`src/rtl/sha_round_ctrl_pkg.sv`:
```
`default_nettype none
// ============================================================================
// Module      : sha_pkg
// Description : Shared types and helpers for the SHA-256 round controller:
//               FSM state encoding, SHA-256 initial hash value and the two
//               message-schedule sigma functions.
// Revision    : 1.0 - initial release
// ============================================================================
package sha_pkg;

  typedef enum logic [1:0] {
    ST_IDLE  = 2'd0,
    ST_RUN   = 2'd1,
    ST_FINAL = 2'd2
  } state_t;

  // SHA-256 initial hash value, word a at [31:0] through word h at [255:224]
  localparam logic [255:0] c_sha256_iv = {
    32'h5be0cd19, 32'h1f83d9ab, 32'h9b05688c, 32'h510e527f,
    32'ha54ff53a, 32'h3c6ef372, 32'hbb67ae85, 32'h6a09e667
  };

  // ROTR7 ^ ROTR18 ^ SHR3
  function automatic logic [31:0] sigma0(input logic [31:0] x);
    return {x[6:0], x[31:7]} ^ {x[17:0], x[31:18]} ^ (x >> 3);
  endfunction

  // ROTR17 ^ ROTR19 ^ SHR10
  function automatic logic [31:0] sigma1(input logic [31:0] x);
    return {x[16:0], x[31:17]} ^ {x[18:0], x[31:19]} ^ (x >> 10);
  endfunction

endpackage
`default_nettype wire

```
`src/rtl/sha_round_ctrl_if.sv`:
```
`default_nettype none
// ============================================================================
// Module      : sha_round_ctrl_if
// Description : Host and datapath signal bundle for sha_round_ctrl.
//   start/abort        : block request and cancel
//   block_in/hash_in   : 512-bit message block, 256-bit chaining value
//   math_input/W/cycle : working state, schedule pair and K-pair index out
//   math_output        : datapath result after two rounds
//   busy/done/hash_out : status and final digest
// Revision    : 1.0 - initial release
// ============================================================================
interface sha_round_ctrl_if;
  logic         start;
  logic         abort;
  logic [511:0] block_in;
  logic [255:0] hash_in;
  logic [255:0] math_input;
  logic [255:0] math_output;
  logic [63:0]  W;
  logic [5:0]   cycle;
  logic         busy;
  logic         done;
  logic [255:0] hash_out;

  modport master (
    output start, abort, block_in, hash_in, math_output,
    input  math_input, W, cycle, busy, done, hash_out
  );

  modport slave (
    input  start, abort, block_in, hash_in, math_output,
    output math_input, W, cycle, busy, done, hash_out
  );
endinterface
`default_nettype wire

```
`src/rtl/sha_wsched.sv`:
```
`default_nettype none
// ============================================================================
// Module      : sha_wsched
// Description : 16-word SHA-256 message schedule window. Loads a block and,
//               when shifting, retires two words and appends two new ones.
//   clk, n_rst : clock, asynchronous active-low reset
//   load       : capture block_in into the window (word 0 at [31:0])
//   shift      : advance the window by two words
//   w_pair     : {window[1], window[0]}
// Revision    : 1.0 - initial release
// ============================================================================
module sha_wsched
  import sha_pkg::*;
(
  input  wire logic         clk,
  input  wire logic         n_rst,
  input  wire logic         load,
  input  wire logic         shift,
  input  wire logic [511:0] block_in,
  output logic      [63:0]  w_pair
);

  logic [31:0] r_window [16];
  logic [31:0] w_new0;
  logic [31:0] w_new1;

  // window[k] holds W[t+k]; these produce W[t+16] and W[t+17]
  assign w_new0 = sigma1(r_window[14]) + r_window[9]  + sigma0(r_window[1]) + r_window[0];
  assign w_new1 = sigma1(r_window[15]) + r_window[10] + sigma0(r_window[2]) + r_window[1];

  assign w_pair = {r_window[1], r_window[0]};

  always_ff @(posedge clk or negedge n_rst) begin
    if (!n_rst) begin
      for (int i = 0; i < 16; i++) r_window[i] <= '0;
    end else if (load) begin
      for (int i = 0; i < 16; i++) r_window[i] <= block_in[32*i +: 32];
    end else if (shift) begin
      for (int i = 0; i < 14; i++) r_window[i] <= r_window[i+2];
      r_window[14] <= w_new0;
      r_window[15] <= w_new1;
    end
  end

endmodule
`default_nettype wire

```
`src/rtl/sha_round_ctrl.sv`:
```
`default_nettype none
// ============================================================================
// Module      : sha_round_ctrl
// Description : Sequences an external two-rounds-per-clock SHA-256 datapath
//               over one 512-bit block (32 RUN cycles + 1 FINAL cycle).
//   clk   : system clock, rising edge
//   n_rst : asynchronous active-low reset
//   bus   : sha_round_ctrl_if.slave (host request/status, datapath link)
// Revision    : 1.0 - initial release
// ============================================================================
module sha_round_ctrl
  import sha_pkg::*;
(
  input  wire logic       clk,
  input  wire logic       n_rst,
  sha_round_ctrl_if.slave bus
);

  state_t       r_state;
  state_t       w_next_state;
  logic [4:0]   r_pair_cnt;
  logic [255:0] r_chain;
  logic [255:0] r_work;
  logic [255:0] r_hash_out;
  logic         r_done;
  logic [255:0] w_sum;
  logic         w_load;
  logic         w_shift;
  logic         w_finish;
  logic         w_busy;
  logic [5:0]   w_cycle;

  // State register
  always_ff @(posedge clk or negedge n_rst) begin
    if (!n_rst) r_state <= ST_IDLE;
    else        r_state <= w_next_state;
  end

  // Next-state logic; abort always wins, including over start in IDLE
  always_comb begin
    w_next_state = r_state;
    case (r_state)
      ST_IDLE:  if (bus.start && !bus.abort) w_next_state = ST_RUN;
      ST_RUN: begin
        if (bus.abort)                 w_next_state = ST_IDLE;
        else if (r_pair_cnt == 5'd31)  w_next_state = ST_FINAL;
      end
      ST_FINAL: w_next_state = ST_IDLE;
      default:  w_next_state = ST_IDLE;
    endcase
  end

  // Output / control decode
  always_comb begin
    w_load   = 1'b0;
    w_shift  = 1'b0;
    w_finish = 1'b0;
    w_busy   = 1'b0;
    w_cycle  = 6'd0;
    case (r_state)
      ST_IDLE:  w_load = bus.start && !bus.abort;
      ST_RUN: begin
        w_busy  = 1'b1;
        w_shift = !bus.abort;
        w_cycle = {1'b0, r_pair_cnt} + 6'd1;
      end
      ST_FINAL: begin
        w_busy   = 1'b1;
        w_finish = !bus.abort;
      end
      default: ;
    endcase
  end

  // Word-wise feed-forward of the chaining value
  for (genvar gi = 0; gi < 8; gi++) begin : g_add
    assign w_sum[32*gi +: 32] = r_chain[32*gi +: 32] + r_work[32*gi +: 32];
  end

  // Working state, chaining value and pair counter. The counter wraps
  // 31 -> 0 on the last shift, which is exactly the edge entering FINAL.
  always_ff @(posedge clk or negedge n_rst) begin
    if (!n_rst) begin
      r_work     <= '0;
      r_chain    <= '0;
      r_pair_cnt <= '0;
    end else if (w_load) begin
      r_work     <= bus.hash_in;
      r_chain    <= bus.hash_in;
      r_pair_cnt <= '0;
    end else if (w_shift) begin
      r_work     <= bus.math_output;
      r_pair_cnt <= r_pair_cnt + 5'd1;
    end
  end

  // Digest and done pulse are registered so done coincides with valid data
  always_ff @(posedge clk or negedge n_rst) begin
    if (!n_rst) begin
      r_hash_out <= '0;
      r_done     <= 1'b0;
    end else begin
      r_done <= w_finish;
      if (w_finish) r_hash_out <= w_sum;
    end
  end

  sha_wsched u_wsched (
    .clk      (clk),
    .n_rst    (n_rst),
    .load     (w_load),
    .shift    (w_shift),
    .block_in (bus.block_in),
    .w_pair   (bus.W)
  );

  assign bus.math_input = r_work;
  assign bus.cycle      = w_cycle;
  assign bus.busy       = w_busy;
  assign bus.done       = r_done;
  assign bus.hash_out   = r_hash_out;

endmodule
`default_nettype wire

```
`src/flat_wrapper.sv`:
```
// flat-port wrapper written by rule: the top's interface ports become plain ports
module sha_round_ctrl_flat import sha_pkg::*;
  (clk, n_rst, bus_start, bus_abort, bus_block_in, bus_hash_in, bus_math_output, bus_math_input, bus_W, bus_cycle, bus_busy, bus_done, bus_hash_out);
  sha_round_ctrl_if bus_i ();
  input  wire logic clk;
  input  wire logic n_rst;
  input wire logic [$bits(bus_i.start)-1:0] bus_start;
  input wire logic [$bits(bus_i.abort)-1:0] bus_abort;
  input wire logic [$bits(bus_i.block_in)-1:0] bus_block_in;
  input wire logic [$bits(bus_i.hash_in)-1:0] bus_hash_in;
  input wire logic [$bits(bus_i.math_output)-1:0] bus_math_output;
  output wire logic [$bits(bus_i.math_input)-1:0] bus_math_input;
  output wire logic [$bits(bus_i.W)-1:0] bus_W;
  output wire logic [$bits(bus_i.cycle)-1:0] bus_cycle;
  output wire logic [$bits(bus_i.busy)-1:0] bus_busy;
  output wire logic [$bits(bus_i.done)-1:0] bus_done;
  output wire logic [$bits(bus_i.hash_out)-1:0] bus_hash_out;
  assign bus_i.start = bus_start;
  assign bus_i.abort = bus_abort;
  assign bus_i.block_in = bus_block_in;
  assign bus_i.hash_in = bus_hash_in;
  assign bus_i.math_output = bus_math_output;
  assign bus_math_input = bus_i.math_input;
  assign bus_W = bus_i.W;
  assign bus_cycle = bus_i.cycle;
  assign bus_busy = bus_i.busy;
  assign bus_done = bus_i.done;
  assign bus_hash_out = bus_i.hash_out;
  sha_round_ctrl u_core (.clk(clk), .n_rst(n_rst), .bus(bus_i));
endmodule
```
`config.mk`:
```
export PLATFORM = sky130hd
export DESIGN_NAME = sha_round_ctrl_flat
export DESIGN_NICKNAME = d
export VERILOG_FILES = /design/src/rtl/sha_round_ctrl_pkg.sv /design/src/rtl/sha_round_ctrl_if.sv /design/src/rtl/sha_wsched.sv /design/src/rtl/sha_round_ctrl.sv /design/src/flat_wrapper.sv
export SDC_FILE = /design/constraint.sdc
export NUM_CORES = 2
export LEC_CHECK = 0
export ABC_AREA = 0
export CAP_MARGIN = 20
export CORE_AREA = 10 10 625 627
export DETAILED_ROUTE_END_ITERATION = 10
export DIE_AREA = 0 0 635 637
export PLACE_DENSITY_LB_ADDON = 0.05
export REMOVE_ABC_BUFFERS = 1
export SYNTH_ARGS = -nofsm -noshare
export SYNTH_HDL_FRONTEND = slang
export SYNTH_SLANG_ARGS = --single-unit
```
`constraint.sdc`:
```
create_clock -name clk -period 4.85 [get_ports clk]
set_clock_uncertainty 0.05 [all_clocks]
set_input_delay 0.97 -clock clk [delete_from_list [all_inputs] [get_ports clk]]
set_output_delay 0.97 -clock clk [all_outputs]
set_load 0.05 [all_outputs]
```
== After elaboration in Yosys (flattened, before gate mapping) ==
Cells that the tools add are included.

* Register bits: 1288
* Bits in latches: 0
* RAM bits: 0
* ROM bits: 0
* Output and inout bits: 584
* Logic and storage cells: 72
* Memories: 0

* Add/sub/neg operators: 16
* Multiply operators: 0
* Divide/modulo/power cells: 0
* $lt $le $gt $ge: 0
* Eq/ne operators: 5
* Shifts and indexed selects: 0
* Multiplexer cells: 15
* Bitwise operators: 8
* Reductions and logical operators: 6

{| class="wikitable"
|+ Operators with widths
! kind !! number
|-
| 512-bit two-way mux || 2
|-
| 256-bit two-way mux || 2
|-
| 32-bit adder || 14
|-
| 32-bit bitwise XOR || 4
|-
| 32-bit by 22-bit bitwise XOR with 32-bit output || 2
|-
| 32-bit by 29-bit bitwise XOR with 32-bit output || 2
|-
| 5-bit two-way mux || 2
|-
| 5-bit by 1-bit adder with 6-bit output (second input constant) || 1
|-
| 2-bit two-way mux || 3
|-
| 6-bit two-way mux || 1
|-
| 5-bit by 1-bit adder with 5-bit output (second input constant) || 1
|-
| 5-bit == test (second input constant) || 1
|-
| 1-bit two-way mux || 4
|-
| 2-bit one-hot mux with 2 select lines || 1
|-
| 3-bit by 2-bit inequality test with 1-bit output (second input constant) || 1
|-
| 2-bit by 1-bit == test with 1-bit output (second input constant) || 1
|-
| 2-bit == test (second input constant) || 1
|-
| 2-bit logical NOT || 1
|-
| 2-bit by 1-bit inequality test with 1-bit output (second input constant) || 1
|-
| 2-bit AND reduction || 1
|-
| 2-bit nonzero test || 1
|-
| 2-bit OR reduction || 1
|-
| 1-bit logical AND || 1
|-
| 1-bit logical NOT || 1
|}

== Logic depth before layout (Yosys ltp) ==
* Depth after elaboration: 7
* Depth in mapped cells: 18
* Gate-level depth less buffers: 17

== Cells and area by module ==
A second synthesis with hierarchy kept.

* Cell total of the unflattened synthesis: 7873
* Area total of the unflattened synthesis: 74051.0 sq um

{| class="wikitable"
|+ By module, submodules not included
! module !! times used !! cells an instance !! area each (sq um) !! seq. area each (sq um)
|-
| sha_round_ctrl || 1 || 4584 || 42081.6 || 19418.6
|-
| sha_wsched || 1 || 3289 || 31969.4 || 12812.3
|}

== Worst setup path before layout ==
No wires, ideal clock.

* Path type: flip-flop to flip-flop
* From: reg u_core.u_wsched.r_window[18] in the netlist's numbering
* To: reg u_core.u_wsched.r_window[31] in the netlist's numbering
* Library setup time: 71 ps
* Arrival: 4370 ps
* Required time: 4729 ps
* Slack: 358 ps
* Stages on the path, launching flop included: 18
* Period minus slack after synthesis: 4492 ps
* Cells stage by stage: dfrtp_1 clkbuf_1 xnor2_1 xnor2_1 fa_1 fa_1 ha_1 fa_1 a21o_1 a21oi_1 o21bai_1 o311ai_1 a311oi_1 o31a_1 o21ai_1 a21boi_1 or4_1 nand4_1

* Word-level cells in the longest chain between the ends: 7

{| class="wikitable"
|+ RTL lines
! what !! RTL line !! text
|-
| start, declared || sha_wsched.sv:23 || <nowiki>logic [31:0] r_window [16];</nowiki>
|-
| 32-bit bitwise XOR || sha_round_ctrl_pkg.sv:30 || <nowiki>return {x[16:0], x[31:17]} ^ {x[18:0], x[31:19]} ^ (x >> 10);</nowiki>
|-
| 32-bit by 22-bit bitwise XOR with 32-bit output (*) || sha_round_ctrl_pkg.sv:30 ||
|-
| 32-bit adder (*) (3 in series) || sha_wsched.sv:29 || <nowiki>assign w_new1 = sigma1(r_window[15]) + r_window[10] + sigma0(r_window[2]) + r_window[1];</nowiki>
|-
| 512-bit two-way mux (*) || sha_wsched.sv:38 || <nowiki>end else if (shift) begin</nowiki>
|-
| 512-bit two-way mux (*) || sha_wsched.sv:36 || <nowiki>end else if (load) begin</nowiki>
|}

Every way passes the cells marked *; elsewhere a longest branch is shown, timed or not. The select of a mux whose other input is x is not followed.
A chain may end at the register's enable or synchronous reset.

== Worst setup path in the final report ==
Ends and elaborated chain as after synthesis.

==> flow_metrics.env <==
export IMPL_outcome="finished, final reports clean"
export IMPL_synth_compound_area_frac=0.1552
export IMPL_die_area_um2=404500
export IMPL_dr_pass1_iters=6
export IMPL_cts_buffers=183
export IMPL_cts_max_level=4
export IMPL_final_common_cell="nand2_1"
export IMPL_min_from="u_core.bus.hash_out[242]"
export IMPL_place_congestion=0.8676
export IMPL_avgSynthCellArea_um2=8.747
export IMPL_num_nets_final=11361
export IMPL_chipWidth_um=635
export IMPL_route_detailed_drc=0
export IMPL_dpl_cell_area_um2=95990
export IMPL_wire_per_inst_um=28.81
export IMPL_critPathLaunchType="register"
export IMPL_cts_buffer_depth=4
export IMPL_boundaryPins=1612
export IMPL_setup_viol=0
export IMPL_synth_seq_cells=1288
export IMPL_viasPerCell=4.421
export IMPL_crit_required_ns=5.60
export IMPL_max_slew_margin=0.3778
export IMPL_drt_wl_total_um=434500
export IMPL_reg2reg_depth=16
export IMPL_cts_sinks=1288
export IMPL_reg2reg_from="u_core.u_wsched.r_window[18]"
export IMPL_die_y_um=637
export IMPL_detail_route_antenna_nets=0
export IMPL_core_area_um2=377800
export IMPL_pre_cts_ws_ns=-0.3832
export IMPL_synthFlopType="dfrtp_1"
export IMPL_initial_utilization=0.1932
export IMPL_ys_seq_area_frac=0.4416
export IMPL_dr_first_iter_drc_count=3936
export IMPL_grt_pass1_wl_um=590700
export IMPL_synth_edf_count=0
export IMPL_ys_warn_count=0
export IMPL_areaGrowthSynthToFinish_pct=40.31
export IMPL_clk_pin_slew_ns=0.06
export IMPL_grt_pass1_vias=69767
export IMPL_gr_total_overflow=0
export IMPL_r2r_end="u_core.u_wsched.r_window[31]"
export IMPL_synth_top_family_by_area="simple AND/OR/NAND/NOR gates"
export IMPL_vias=66671
export IMPL_rsz0062_at_grt="true"
export IMPL_synthAdderAreaFrac=0.09021
export IMPL_hpwl_um=354900
export IMPL_synthCells=8344
export IMPL_holdCritPathClass="register to register"
export IMPL_ys_types=83
export IMPL_path_max_fanout=4
export IMPL_clock_latency_ns=0.88
export IMPL_critPathCaptureType="register"
export IMPL_clockRootBuffer="clkbuf_16"
export IMPL_syn_area_um2=72980
export IMPL_synth_simple_area_share=0.1660
export IMPL_slew_violations=0
export IMPL_worst_pin_slew_ns=0.9304
export IMPL_period_share=0.9988
export IMPL_synthMuxAreaShare=0.03530
export IMPL_cp_arrival_ns=5.60
export IMPL_drive_gt1_frac=0.06469
export IMPL_clock_fmax_mhz=206.4
export IMPL_crit_type="register to register"
export IMPL_postLayoutCellArea_um2=102400
export IMPL_rrSetupSlack_ns=0.006
export IMPL_drv_cap=0
export IMPL_cts_tree="built"
export IMPL_fin_ws_ns=0.005599
export IMPL_antenna_found_initial=220
export IMPL_finalHoldViolations=0
export IMPL_std_cell_rows=226
export IMPL_hold_path_depth=2
export IMPL_stdcell_count=15081
export IMPL_synthXorXnorAreaFrac=0.06168
export IMPL_finalCriticalPeriod_ns=4.844
export IMPL_min_to="u_core.bus.hash_out[242]"
export IMPL_layout_common_cells="nand2_1, clkdlybuf4s50_1, dfrtp_1"
export IMPL_track_usage=0.2059
export IMPL_synthArstFlopShare=1.000
export IMPL_dp_cells=14714
export IMPL_place_port_buffers=1611
export IMPL_grt_max_degree=140
[metrics by stage]
| stage | setup TNS, ns | hold WS [ns] | util |
|---|---|---|---|
| finish | 0 | 0.4119 | 0.2711 |
| floorplan | - | 0.3999 | - |
| CTS | -0.1080 | 0.4190 | 0.2703 |
| detailed placement | -1.580 | 0.4064 | 0.2541 |
| global placement | -1.594 | 0.4106 | 0.2541 |
| global route | -0.1043 | 0.4426 | 0.2709 |
[cells in the mapped netlist, drive strengths merged, types with 8 or more instances]
master,instances,share of area
o211ai,16,0.0016
a21boi,14,0.0015
buf,86,0.0078
inv,356,0.018
o22ai,8,0.00069
a31oi,495,0.042
o21ai,669,0.046
mux2i,254,0.035
nand4,21,0.0018
a211oi,27,0.0033
nor3,33,0.0023
xnor2,356,0.043
o21a,34,0.0035
ha,315,0.054
or3,19,0.0016
a21oi,304,0.021
o31a,10,0.0012
and3,36,0.0031
a211o,8,0.00096
or2,10,0.00086
nand3,52,0.0036
a21o,145,0.015
nand2b,32,0.0027
o2111ai,8,0.00096
o31ai,24,0.0027
o311ai,10,0.0012
dfrtp,1288,0.44
nor2b,33,0.0028
nor2,623,0.032
and2,20,0.0017
clkbuf,465,0.024
a221oi,9,0.0013
fa,132,0.036
xor2,158,0.019
nand2,2138,0.11
o21bai,42,0.0043
[layer usage]
layer,vias up,GRT usage,share of wire
li1,31123,-,-
met1,32837,0.2381,0.40
met2,1943,0.3684,0.50
met3,680,0.05867,0.068
met4,88,0.06032,0.034
met5,-,0,0.0013
[state kept, by name (all words and copies together), names as in the netlist]
signal / flops
u_core.bus.math_input: 256
u_core.r_state: 2
u_core.bus.hash_out: 256
u_core.r_chain: 256
u_core.u_wsched.r_window: 448
u_core.u_wsched.w_pair: 64
u_core.bus.done: 1
u_core.r_pair_cnt: 5
[worst max path at each step]
stage                                       startpoint                            to  slack [ns]  depth (start not counted)
after floorplan                              bus_abort      u_core.bus.math_input[0]      -28.89                          3
after global placement    u_core.u_wsched.r_window[18]  u_core.u_wsched.r_window[31]       -0.39                         17
after detailed placement  u_core.u_wsched.r_window[18]  u_core.u_wsched.r_window[31]       -0.38                         17
after CTS                 u_core.u_wsched.r_window[18]  u_core.u_wsched.r_window[31]       -0.06                         17
after global routing      u_core.u_wsched.r_window[18]  u_core.u_wsched.r_window[31]       -0.09                         16
final                     u_core.u_wsched.r_window[18]  u_core.u_wsched.r_window[31]       0.006                         16
[worst max-delay path: stages, from the launching register on]
cell and delay, ns:
dfrtp_1 0.43, xnor2_2 0.17, xnor2_2 0.17, fa_1 0.57, fa_1 0.46, ha_4 0.20
fa_2 0.33, a21o_1 0.20, a21oi_2 0.21, o21bai_2 0.13, o311ai_4 0.36, a311oi_2 0.21
o31a_1 0.40, o21ai_1 0.19, a21boi_1 0.10, or4_1 0.52, nand4_1 0.08
[logic make-up (layout without fill, tap and decap cells)]
family                   Yosys count  in the layout
AND/OR/NAND/NOR                 3049           3049
AO/OA/AOI/OAI                   1881           1881
flip-flops                      1288           1288
buffers and inverters            908           2581
XOR/XNOR                         514            514
adder cells (fa/ha/maj)          447            447
multiplexers                     257            257
other                              0             48
[cell type report]
type / count / area [µm²]
fillers: 40982 / 275400
multi-input cells: 6148 / 37310
flip-flops and latches: 1288 / 32230
repair buffers: 1908 / 19030
well taps: 5016 / 6276
clock buffers: 268 / 5455
inverters: 357 / 1341
clock inverters: 48 / 639.4
diodes: 48 / 120.1
[timing repair]
item | in CTS | in global routing
hold buffers | 1 | 0
endpoints found under the setup margin | 9 | 25
pin swaps | 5 | 22
resized for setup | 5 | 29
buffers inserted | 0 | 2
endpoints found under the hold margin | 5 | 0
Power is left out: the tool's default activity adds up to more than one toggle a clock period on the data nets, which glitch-free logic cannot reach.
